[src/rtl/wbnn_fifo_pkg.sv]
// Shared register map and bit positions for the Wishbone <-> NN FIFO bridge.
// The optional interrupt path (WBNN_FIFO_IRQ_EN) uses the STATUS/CTRL indices below.
package wbnn_fifo_pkg;

    // Word offsets within the 16-byte window (byte address bits [3:2])
    localparam logic [1:0] REG_DATA   = 2'd0;
    localparam logic [1:0] REG_STATUS = 2'd1;
    localparam logic [1:0] REG_CTRL   = 2'd2;
    localparam logic [1:0] REG_RSVD   = 2'd3;

    localparam int ST_IN_FULL   = 0;
    localparam int ST_IN_EMPTY  = 1;
    localparam int ST_OUT_FULL  = 2;
    localparam int ST_OUT_EMPTY = 3;
    localparam int ST_OVF       = 4;
    localparam int ST_UDF       = 5;
    localparam int ST_IRQ       = 6;
    localparam int ST_IRQ_EN    = 7;
    localparam int ST_IN_CNT    = 8;
    localparam int ST_OUT_CNT   = 16;

    localparam int CTRL_FLUSH_IN  = 0;
    localparam int CTRL_FLUSH_OUT = 1;
    localparam int CTRL_CLR_FLAGS = 2;
    localparam int CTRL_IRQ_EN    = 3;

endpackage

[src/rtl/wbnn_sync_fifo.sv]
// Single-clock first-word-fall-through FIFO with flush; refuses push when full
// and pop when empty, regardless of the other side acting in the same cycle.
module wbnn_sync_fifo #(
    parameter int DATA_W = 32,
    parameter int DEPTH  = 8
) (
    input  logic                       clk,
    input  logic                       rst_n,
    input  logic                       push,
    input  logic [DATA_W-1:0]          push_data,
    input  logic                       pop,
    input  logic                       flush,
    output logic [DATA_W-1:0]          head,
    output logic                       full,
    output logic                       empty,
    output logic [$clog2(DEPTH):0]     count
);
    localparam int AW = $clog2(DEPTH);
    localparam int CW = AW + 1;

    logic [DATA_W-1:0] mem [DEPTH];
    logic [AW-1:0]     wr_ptr;
    logic [AW-1:0]     rd_ptr;
    logic              do_push;
    logic              do_pop;

    assign full    = (count == CW'(DEPTH));
    assign empty   = (count == '0);
    assign do_push = push && !full && !flush;
    assign do_pop  = pop && !empty && !flush;
    assign head    = mem[rd_ptr];

    // NOTE: storage has no reset; only pointers/count define validity, so the
    // array stays a plain RAM instead of DEPTH*DATA_W resettable flops.
    always_ff @(posedge clk) begin
        if (do_push) begin
            mem[wr_ptr] <= push_data;
        end
    end

    // NOTE: non-blocking assignments keep every flop updating from the
    // pre-edge values, so pointer and count updates never race each other.
    always_ff @(posedge clk or negedge rst_n) begin
        if (!rst_n) begin
            wr_ptr <= '0;
            rd_ptr <= '0;
            count  <= '0;
        end else if (flush) begin
            wr_ptr <= '0;
            rd_ptr <= '0;
            count  <= '0;
        end else begin
            if (do_push) begin
                wr_ptr <= wr_ptr + AW'(1);
            end
            if (do_pop) begin
                rd_ptr <= rd_ptr + AW'(1);
            end
            case ({do_push, do_pop})
                2'b10:   count <= count + CW'(1);
                2'b01:   count <= count - CW'(1);
                default: count <= count;
            endcase
        end
    end

endmodule

[src/rtl/wishbone_nn_fifo_bridge.sv]
// Wishbone classic slave with inbound/outbound FIFOs to the NN core, STATUS/CTRL
// registers and sticky ovf/udf; threshold interrupt only when WBNN_FIFO_IRQ_EN is defined.
module wishbone_nn_fifo_bridge
    import wbnn_fifo_pkg::*;
#(
    parameter logic [31:0] BASE_ADDR = 32'h3000_0000,
    parameter int          DATA_W    = 32,
    parameter int          DEPTH     = 8,
    parameter int          THRESH    = DEPTH / 2
) (
    input  logic              wb_clk_i,
    input  logic              wb_rst_ni,
    input  logic              wbs_stb_i,
    input  logic              wbs_cyc_i,
    input  logic              wbs_we_i,
    input  logic [3:0]        wbs_sel_i,
    input  logic [31:0]       wbs_adr_i,
    input  logic [31:0]       wbs_dat_i,
    output logic              wbs_ack_o,
    output logic [31:0]       wbs_dat_o,
    output logic              core_in_valid_o,
    output logic [DATA_W-1:0] core_in_data_o,
    input  logic              core_in_ready_i,
    input  logic              core_out_valid_i,
    input  logic [DATA_W-1:0] core_out_data_i,
    output logic              core_out_ready_o,
    output logic              irq_o
);
    localparam int CW = $clog2(DEPTH) + 1;

    logic              hit;
    logic              accept;
    logic [1:0]        reg_sel;
    logic              data_wr;
    logic              data_rd;
    logic              ctrl_wr;
    logic              flush_in;
    logic              flush_out;
    logic              clr_flags;

    logic              in_full;
    logic              in_empty;
    logic [CW-1:0]     in_count;
    logic              out_full;
    logic              out_empty;
    logic [CW-1:0]     out_count;
    logic [DATA_W-1:0] out_head;

    logic              ovf;
    logic              udf;
    logic              ovf_evt;
    logic              udf_evt;
    logic              thresh_hit;
    logic [31:0]       status;
    logic [31:0]       rd_value;
    logic              unused_bits;

    // An access is taken only while ack is low, giving one access per two cycles.
    assign hit     = wbs_stb_i && wbs_cyc_i && (wbs_adr_i[31:4] == BASE_ADDR[31:4]);
    assign accept  = hit && !wbs_ack_o;
    assign reg_sel = wbs_adr_i[3:2];

    assign data_wr   = accept && wbs_we_i && (reg_sel == REG_DATA);
    assign data_rd   = accept && !wbs_we_i && (reg_sel == REG_DATA);
    assign ctrl_wr   = accept && wbs_we_i && (reg_sel == REG_CTRL);
    assign flush_in  = ctrl_wr && wbs_dat_i[CTRL_FLUSH_IN];
    assign flush_out = ctrl_wr && wbs_dat_i[CTRL_FLUSH_OUT];
    assign clr_flags = ctrl_wr && wbs_dat_i[CTRL_CLR_FLAGS];

    wbnn_sync_fifo #(
        .DATA_W (DATA_W),
        .DEPTH  (DEPTH)
    ) u_in_fifo (
        .clk       (wb_clk_i),
        .rst_n     (wb_rst_ni),
        .push      (data_wr),
        .push_data (wbs_dat_i[DATA_W-1:0]),
        .pop       (core_in_ready_i),
        .flush     (flush_in),
        .head      (core_in_data_o),
        .full      (in_full),
        .empty     (in_empty),
        .count     (in_count)
    );

    wbnn_sync_fifo #(
        .DATA_W (DATA_W),
        .DEPTH  (DEPTH)
    ) u_out_fifo (
        .clk       (wb_clk_i),
        .rst_n     (wb_rst_ni),
        .push      (core_out_valid_i),
        .push_data (core_out_data_i),
        .pop       (data_rd),
        .flush     (flush_out),
        .head      (out_head),
        .full      (out_full),
        .empty     (out_empty),
        .count     (out_count)
    );

    assign core_in_valid_o  = !in_empty;
    assign core_out_ready_o = !out_full;

    // A flushed push is not an overflow; a new event outranks a same-cycle clear.
    assign ovf_evt    = data_wr && in_full && !flush_in;
    assign udf_evt    = data_rd && out_empty;
    assign thresh_hit = (out_count >= CW'(THRESH));

    always_ff @(posedge wb_clk_i or negedge wb_rst_ni) begin
        if (!wb_rst_ni) begin
            ovf <= 1'b0;
            udf <= 1'b0;
        end else begin
            ovf <= ovf_evt || (ovf && !clr_flags);
            udf <= udf_evt || (udf && !clr_flags);
        end
    end

`ifdef WBNN_FIFO_IRQ_EN
    logic irq_en;

    always_ff @(posedge wb_clk_i or negedge wb_rst_ni) begin
        if (!wb_rst_ni) begin
            irq_en <= 1'b0;
            irq_o  <= 1'b0;
        end else begin
            if (ctrl_wr) begin
                irq_en <= wbs_dat_i[CTRL_IRQ_EN];
            end
            irq_o <= irq_en && (thresh_hit || ovf || udf);
        end
    end

    assign unused_bits = ^{wbs_sel_i, wbs_adr_i[1:0], wbs_dat_i};
`else
    assign irq_o       = 1'b0;
    assign unused_bits = ^{wbs_sel_i, wbs_adr_i[1:0], wbs_dat_i, thresh_hit};
`endif

    // NOTE: every always_comb output gets a default first so no path can
    // leave it unassigned and infer a latch.
    always_comb begin
        status                    = '0;
        status[ST_IN_FULL]        = in_full;
        status[ST_IN_EMPTY]       = in_empty;
        status[ST_OUT_FULL]       = out_full;
        status[ST_OUT_EMPTY]      = out_empty;
        status[ST_OVF]            = ovf;
        status[ST_UDF]            = udf;
`ifdef WBNN_FIFO_IRQ_EN
        status[ST_IRQ]            = irq_o;
        status[ST_IRQ_EN]         = irq_en;
`endif
        status[ST_IN_CNT +: 8]    = 8'(in_count);
        status[ST_OUT_CNT +: 8]   = 8'(out_count);
    end

    always_comb begin
        rd_value = '0;
        if (!wbs_we_i) begin
            case (reg_sel)
                REG_DATA:   rd_value = out_empty ? 32'h0 : 32'(out_head);
                REG_STATUS: rd_value = status;
                default:    rd_value = '0;
            endcase
        end
    end

    always_ff @(posedge wb_clk_i or negedge wb_rst_ni) begin
        if (!wb_rst_ni) begin
            wbs_ack_o <= 1'b0;
            wbs_dat_o <= '0;
        end else begin
            wbs_ack_o <= accept;
            wbs_dat_o <= accept ? rd_value : 32'h0;
        end
    end

endmodule

[config.mk]
export PLATFORM = sky130hd
export DESIGN_NAME = wishbone_nn_fifo_bridge
export DESIGN_NICKNAME = d
export VERILOG_FILES = /design/src/rtl/wbnn_fifo_pkg.sv /design/src/rtl/wbnn_sync_fifo.sv /design/src/rtl/wishbone_nn_fifo_bridge.sv
export SDC_FILE = /design/constraint.sdc
export NUM_CORES = 1
export LEC_CHECK = 0
export CAP_MARGIN = 5
export CORE_ASPECT_RATIO = 1.75
export CORE_MARGIN = 1
export CORE_UTILIZATION = 40
export CTS_CLUSTER_DIAMETER = 100
export DETAILED_ROUTE_END_ITERATION = 7
export MAX_ROUTING_LAYER = met4
export PLACE_DENSITY = 0.59
export SKIP_CTS_REPAIR_TIMING = 1
export SLEW_MARGIN = 20
export SYNTH_ARGS = -nofsm -noshare
export SYNTH_HDL_FRONTEND = slang
export SYNTH_SLANG_ARGS = --single-unit
[constraint.sdc]
create_clock -name wb_clk_i -period 6.7 [get_ports wb_clk_i]
set_clock_uncertainty 0.15 [all_clocks]
set_input_delay 1.34 -clock wb_clk_i [delete_from_list [all_inputs] [get_ports wb_clk_i]]
set_output_delay 1.34 -clock wb_clk_i [all_outputs]
set_load 0.01 [all_outputs]
# Word level (Yosys, flattened, before mapping)
# Memories as Yosys holds them, arrays and structs flattened.
# Index checks and enable logic that the tools add are counted.
# word_totals
ram_bits	512
n_memories	2
output_inout_bits	68
regBits	55
elab_cells	93
# mem_list
name	words	word_bits	rd	rd_clocked_by_memory_dff	wr	line_no	rtl
u_in_fifo.mem	8	32	1	0	1	wbnn_sync_fifo.sv:21	logic [DATA_W-1:0] mem [DEPTH];
u_out_fifo.mem	8	32	1	0	1	wbnn_sync_fifo.sv:21	
# op_classes
n_reduce_logical	44
eq_ne	9
mux	20
n_addsub	8
# op_table
op	count
32-bit 2-to-1 mux	3
32-bit one-hot mux with 2 select lines	1
28-bit by 26-bit equality test with 1-bit output (second input constant)	1
1-bit logical AND	24
3-bit 2-to-1 mux	8
4-bit one-hot mux with 2 select lines	2
3-bit by 1-bit adder with 3-bit output (second input constant)	4
1-bit zero test	9
4-bit by 1-bit adder with 4-bit output (second input constant)	2
4-bit equality test (second input constant)	2
4-bit zero test	2
4-bit 2-to-1 mux	2
2-bit nonzero test	4
4-bit by 1-bit subtractor with 4-bit output (second input constant)	2
2-bit by 1-bit equality test with 1-bit output (second input constant)	3
2-bit equality test (second input constant)	3
3-bit nonzero test	2
1-bit 2-to-1 mux	4
2-bit zero test	1
1-bit logical OR	2

# Longest topological paths before layout
# logic_depth
depth_word	11
mapped_depth	13

# By module
# From an unflattened synthesis, not the netlist that was laid out.
# unflattened
hier_cells	1019
hier_area_um2	22147.5
# modules_own_cells
mod	cells_each	instances	area_each_um2
wbnn_sync_fifo	448	2	10269.8
wishbone_nn_fifo_bridge	123	1	1607.8

# Worst setup path after synthesis
# OpenSTA, ideal clock, no wires.
# synth_path
kind	in2reg
start	input port wbs_adr_i[2]
end	memory u_in_fifo.mem[1][0], enable pin
setup_time_ns	0.502
arrival_time_ns	5.309
n_path_buf	1
slack_ns	0.739
required_time_ns	6.048
path_stages	5
cell_sequence	clkbuf_1 > nand2b_1 > nor3_1 > nand3_1 > nor4_1
# synth_via
elab_chain_cells	7
word_cells_on_any_way	10
classes_between	1 x eq/ne; 2 x mux; 7 x reduce/logical
# synth_rtl
item	line_no	rtl
start, declared	wishbone_nn_fifo_bridge.sv:17	input logic [31:0] wbs_adr_i,
2-bit equality test	wishbone_nn_fifo_bridge.sv:65	assign ctrl_wr = accept && wbs_we_i && (reg_sel == REG_CTRL);
1-bit logical AND	wishbone_nn_fifo_bridge.sv:65	
1-bit logical AND	wishbone_nn_fifo_bridge.sv:66	assign flush_in = ctrl_wr && wbs_dat_i[CTRL_FLUSH_IN];
1-bit zero test	wbnn_sync_fifo.sv:29	assign do_push = push && !full && !flush;
1-bit logical AND *	wbnn_sync_fifo.sv:29	
1-bit 2-to-1 mux *	wbnn_sync_fifo.sv:36	if (do_push) begin
1-bit 2-to-1 mux (not written as such) *	wbnn_sync_fifo.sv:37	mem[wr_ptr] <= push_data;
end, declared	wbnn_sync_fifo.sv:21	
# Every way passes the cells marked *; elsewhere a longest branch is shown, timed or not.

# Worst setup path after layout
# layout_path
start	register u_in_fifo.rd_ptr[0]
end	output port core_in_data_o[2]
# layout_via
elab_chain_cells	1
# layout_rtl
item	line_no	rtl
start, declared	wbnn_sync_fifo.sv:23	logic [AW-1:0] rd_ptr;
start signal, assigned	wbnn_sync_fifo.sv:57	rd_ptr <= rd_ptr + AW'(1);
memory 8 x 32 bit	--	
end, declared	wishbone_nn_fifo_bridge.sv:22	output logic [DATA_W-1:0] core_in_data_o,
# Every way passes these cells.

==> reports/results.md <==
| Step | Metric | Reported |
|---|---|---|
| placed design | Post-detailed-placement half-perimeter wirelength | 27,500 um |
| die | Initial standard-cell utilization of the core | 0.406 |
| timing | Max-Slew Margin vs Limit | 0.275 |
| job | Max-capacitance violation count | 0 |
| placed design | Routability Congestion | 0.771 |
| final layout | Fill count | 4,515 |
| critical path | Arrival time at the worst endpoint | 3.39 ns |
| critical path | Largest delay share family, worst path | flip-flops |
| detailed routing | Post-detailed-route count of antenna-violating nets | 0 |
| detailed routing | Routed vias/inst | 5.39 |
| clock network | Max H-tree Level | 2 |
| die | Core area | 54,300 sq um |
| detailed routing | Post-DR wirelength/cell | 23.8 um |
| critical path | Worst-path cell with the longest stage delay | sky130_fd_sc_hd__dfrtp_4 |
| critical path | Total buffers and inverters traversed by the critical path | 2 |
| outcome | Outcome | finished with violations |
| final layout | Fraction of final layout cells sized beyond drive strength 1 | 0.241 |
| worst hold path | Classification of the worst-slack hold path | flip-flop to flip-flop |
| clock network | Clock transition at path regs | 0.07 ns |
| die | Horizontal die dimension | 179 um |
| clock network | Clock tree from TritonCTS | done |
| clock network | Number of buffers on the longest clock path | 3 |
| final layout | Area of the multi-input gates | 5090 sq um |
| synth | Total of flip-flops plus latches after synthesis | 567 |
| pwr | Leakage dissipation | 0.00843 uW |
| synth | Top post-synthesis cells by area | sky130_fd_sc_hd__edfxtp_1, sky130_fd_sc_hd__mux4_2, sky130_fd_sc_hd__dfrtp_1 |
| detailed routing | Number of remaining DRC errors | 22 |
| die | Chip height | 313 um |
| synth | Netlist area before placement | 22,000 sq um |
| synth | Cell variety after synth | 65 |
| timing | Number of max-slew violations in the final report | 0 |
| detailed routing | Via total after detailed routing | 10.6k |
| final layout | Post-synthesis to final-layout area growth | 19.2% |
| timing | Minimum clock period | 4.88 ns |
| synth | Mapped Nets | 1,160 |
| critical path | Critical path start-end classification | flip-flop to output port |
| synth | Syn avg cell area | 21.1 sq um |
| timing | Worst hold margin | 0.428 ns |
| pwr | Power consumption | 8760 uW |
| synth | Number of enable-type register cells in the synthesized netlist | 512 |
| outcome | Failing checks | DRC |
| synth | Post-synthesis sequential area ratio | 0.760 |
| global route | Wire length of the first global-routing pass | 71,800 um |
| global route | Number of antenna violations at the first check in global routing | 4 |
| clock network | Insertion delay to the later sink of the worst-skew pair | 0.58 ns |
| synth | Fraction of registers with async set/reset | 0.0970 |
| final layout | Area used by sequential logic in the layout | 16,800 sq um |
| timing | Highest attainable clock frequency | 205 MHz |
| final layout | Utilization after layout | 0.484 |
| timing | Setup violation total in the final timing report | 0 |
| timing | Tightest Pin Transition | 1.09 ns |
| synth | Synthesized instance count | 1,045 |
| final layout | Net count of the finished layout | 1,347 |
| clock network | Number of CTS-inserted buffers | 49 |
| global route | Remaining global-route overflow | 0 |
| timing | RSZ-0062 raised after global routing | no |
| critical path | Maximum fanout encountered on the critical timing path | 42 |
| global route | Pin count of the biggest net entering global routing | 67 |
| pwr | Power Density | 334 nW/um^2 |
| detailed routing | First-iteration detailed-routing DRC count | 622 |
| global route | Overall global routing resource usage | 0.176 |
| global route | Vias in the first global route | 11.6k |
| die | Top-Level Pins | 175 |
| synth | Biggest area consumer among synthesized cells | sky130_fd_sc_hd__edfxtp_1 |
| die | Standard-cell rows | 113 |
| synth | Ys flop type | sky130_fd_sc_hd__edfxtp_1 |
| timing | Hold Vio Cnt, Final | 0 |
| critical path | Endpoint kind of the worst setup timing path | output port |
| synth | List of most frequent post-synthesis cells | sky130_fd_sc_hd__edfxtp_1, sky130_fd_sc_hd__mux4_2, sky130_fd_sc_hd__dfrtp_1 |
| placed design | Port-buffer cells | 167 |
| critical path | Sort of element at the start of the critical path | flip-flop |
| synth | Count leader, synth | sky130_fd_sc_hd__edfxtp_1 |
| timing | Portion of the clock cycle consumed by the worst path in the final layout | 0.728 |
| critical path | Worst endpoint required time | 5.21 ns |
| synth | Number of warning messages in the yosys log | 0 |
| detailed routing | Routed wire length | 46,700 um |
| clock network | Clock tree root buffer cell | sky130_fd_sc_hd__clkbuf_16 |
| pwr | Worst-case vdd ir drop | 246 uV |
| die | DIE AREA | 56,100 sq um |
| clock network | Clock Sink Count | 567 |
| critical path | Delay of the slowest cell on the worst path | 0.99 ns |
| detailed routing | Number of detailed-route iterations in the first pass | 8 |
| synth | Top-area cell type share of the netlist area | 0.697 |
| timing | Sum of negative setup slack | 0 ns |
| critical path | Cell Chain, Critical Path | buf_4 > mux4_2 > mux2_2 > clkdlybuf4s50_1 |
-- cells in the final DEF (no fill, tap or decap), types with 8 or more instances in the layout --
| master | n |
|---|---|
| sky130_fd_sc_hd__nor3_1 | 9 |
| sky130_fd_sc_hd__inv_1 | 10 |
| sky130_fd_sc_hd__mux2_2 | 45 |
| sky130_fd_sc_hd__clkbuf_1 | 13 |
| sky130_fd_sc_hd__edfxtp_1 | 512 |
| sky130_fd_sc_hd__o21ai_0 | 11 |
| sky130_fd_sc_hd__a21oi_1 | 8 |
| sky130_fd_sc_hd__ha_1 | 8 |
| sky130_fd_sc_hd__buf_4 | 27 |
| sky130_fd_sc_hd__clkbuf_16 | 49 |
| sky130_fd_sc_hd__nand2_1 | 17 |
| sky130_fd_sc_hd__a22oi_1 | 13 |
| sky130_fd_sc_hd__dfrtp_1 | 49 |
| sky130_fd_sc_hd__mux4_2 | 128 |
| sky130_fd_sc_hd__clkdlybuf4s50_1 | 166 |
| sky130_fd_sc_hd__mux2i_1 | 26 |
| sky130_fd_sc_hd__nor2_1 | 44 |
-- where the power goes --
group	internal, uW	switching, uW
clock network	1660	1230
logic	916	636
registers	4030	285
total	6610	2150
-- cell type report --
cell class              count  share of cell area
clock buffers              65              0.0501
flip-flops and latches    567               0.638
diodes                      4            0.000381
well taps                 690              0.0329
repair buffers            194              0.0712
clock inverters            25              0.0121
multi-input cells         409               0.194
inverters                  11             0.00157
-- final timing paths --
check / end / from / depth (start not counted) / slack, ns
setup / recovery: core_in_data_o[2] / u_in_fifo.rd_ptr[0]$_DFFE_PN0P_ / 4 / 1.82
hold / removal: udf$_DFF_PN0_ / udf$_DFF_PN0_ / 2 / 0.43
setup reg to reg: u_in_fifo.mem[4][16]$_DFFE_PP_ / u_in_fifo.count[1]$_DFFE_PN0P_ / 6 / 3.25
hold reg to reg: udf$_DFF_PN0_ / udf$_DFF_PN0_ / 2 / 0.43
max in group asynchronous: u_in_fifo.rd_ptr[0]$_DFFE_PN0P_ / wb_rst_ni / 2 / 4.97
min in group asynchronous: wbs_dat_o[27]$_DFF_PN0_ / wb_rst_ni / 2 / 0.78
-- state kept, by name (all words and copies together), names as in the netlist, 3 cells and up --
name,flops
u_in_fifo.mem,256
u_out_fifo.mem,256
wbs_dat_o,32
u_in_fifo.count,4
u_out_fifo.count,4
u_in_fifo.rd_ptr,3
u_in_fifo.wr_ptr,3
u_out_fifo.rd_ptr,3
u_out_fifo.wr_ptr,3
-- cell families (layout without fill, tap and decap cells) --
group                    after synthesis  after routing  share of synthesized area
multiplexers                         199            199                      0.166
AND/OR/NAND/NOR                      130            130                     0.0322
flip-flops                           567            567                      0.760
adder cells (fa/ha/maj)                8              8                    0.00454
buffers and inverters                 69            295                     0.0137
other                                  1              5                   0.000170
XOR/XNOR                               7              7                    0.00278
AO/OA/AOI/OAI                         64             64                     0.0211
-- worst min-delay path, delay by kind of cell (launching register included) --
family | cells | cell delay [ns]
flops | 1 | 0.40
compound gates | 2 | 0.13
-- stage by stage --
| stage | cell area [sq um] | cells | worst slack [ns] |
|---|---|---|---|
| after CTS | 26300 | 1961 | 1.66 |
| after detailed placement | 24600 | 1871 | 1.61 |
| after global routing | 26300 | 1965 | 1.56 |
| after global placement | 24600 | 1871 | 1.65 |
| after floorplan | 22000 | 1045 | 0.739 |
| final | 26300 | 1965 | 1.82 |
-- metal layers --
layer,global-route usage,wire length (um)
met1,0.204,18200
met2,0.313,25200
met3,0.0325,2330
met4,0.0509,990
met5,-,0
Note: power is estimated with default switching activity, not from simulation.
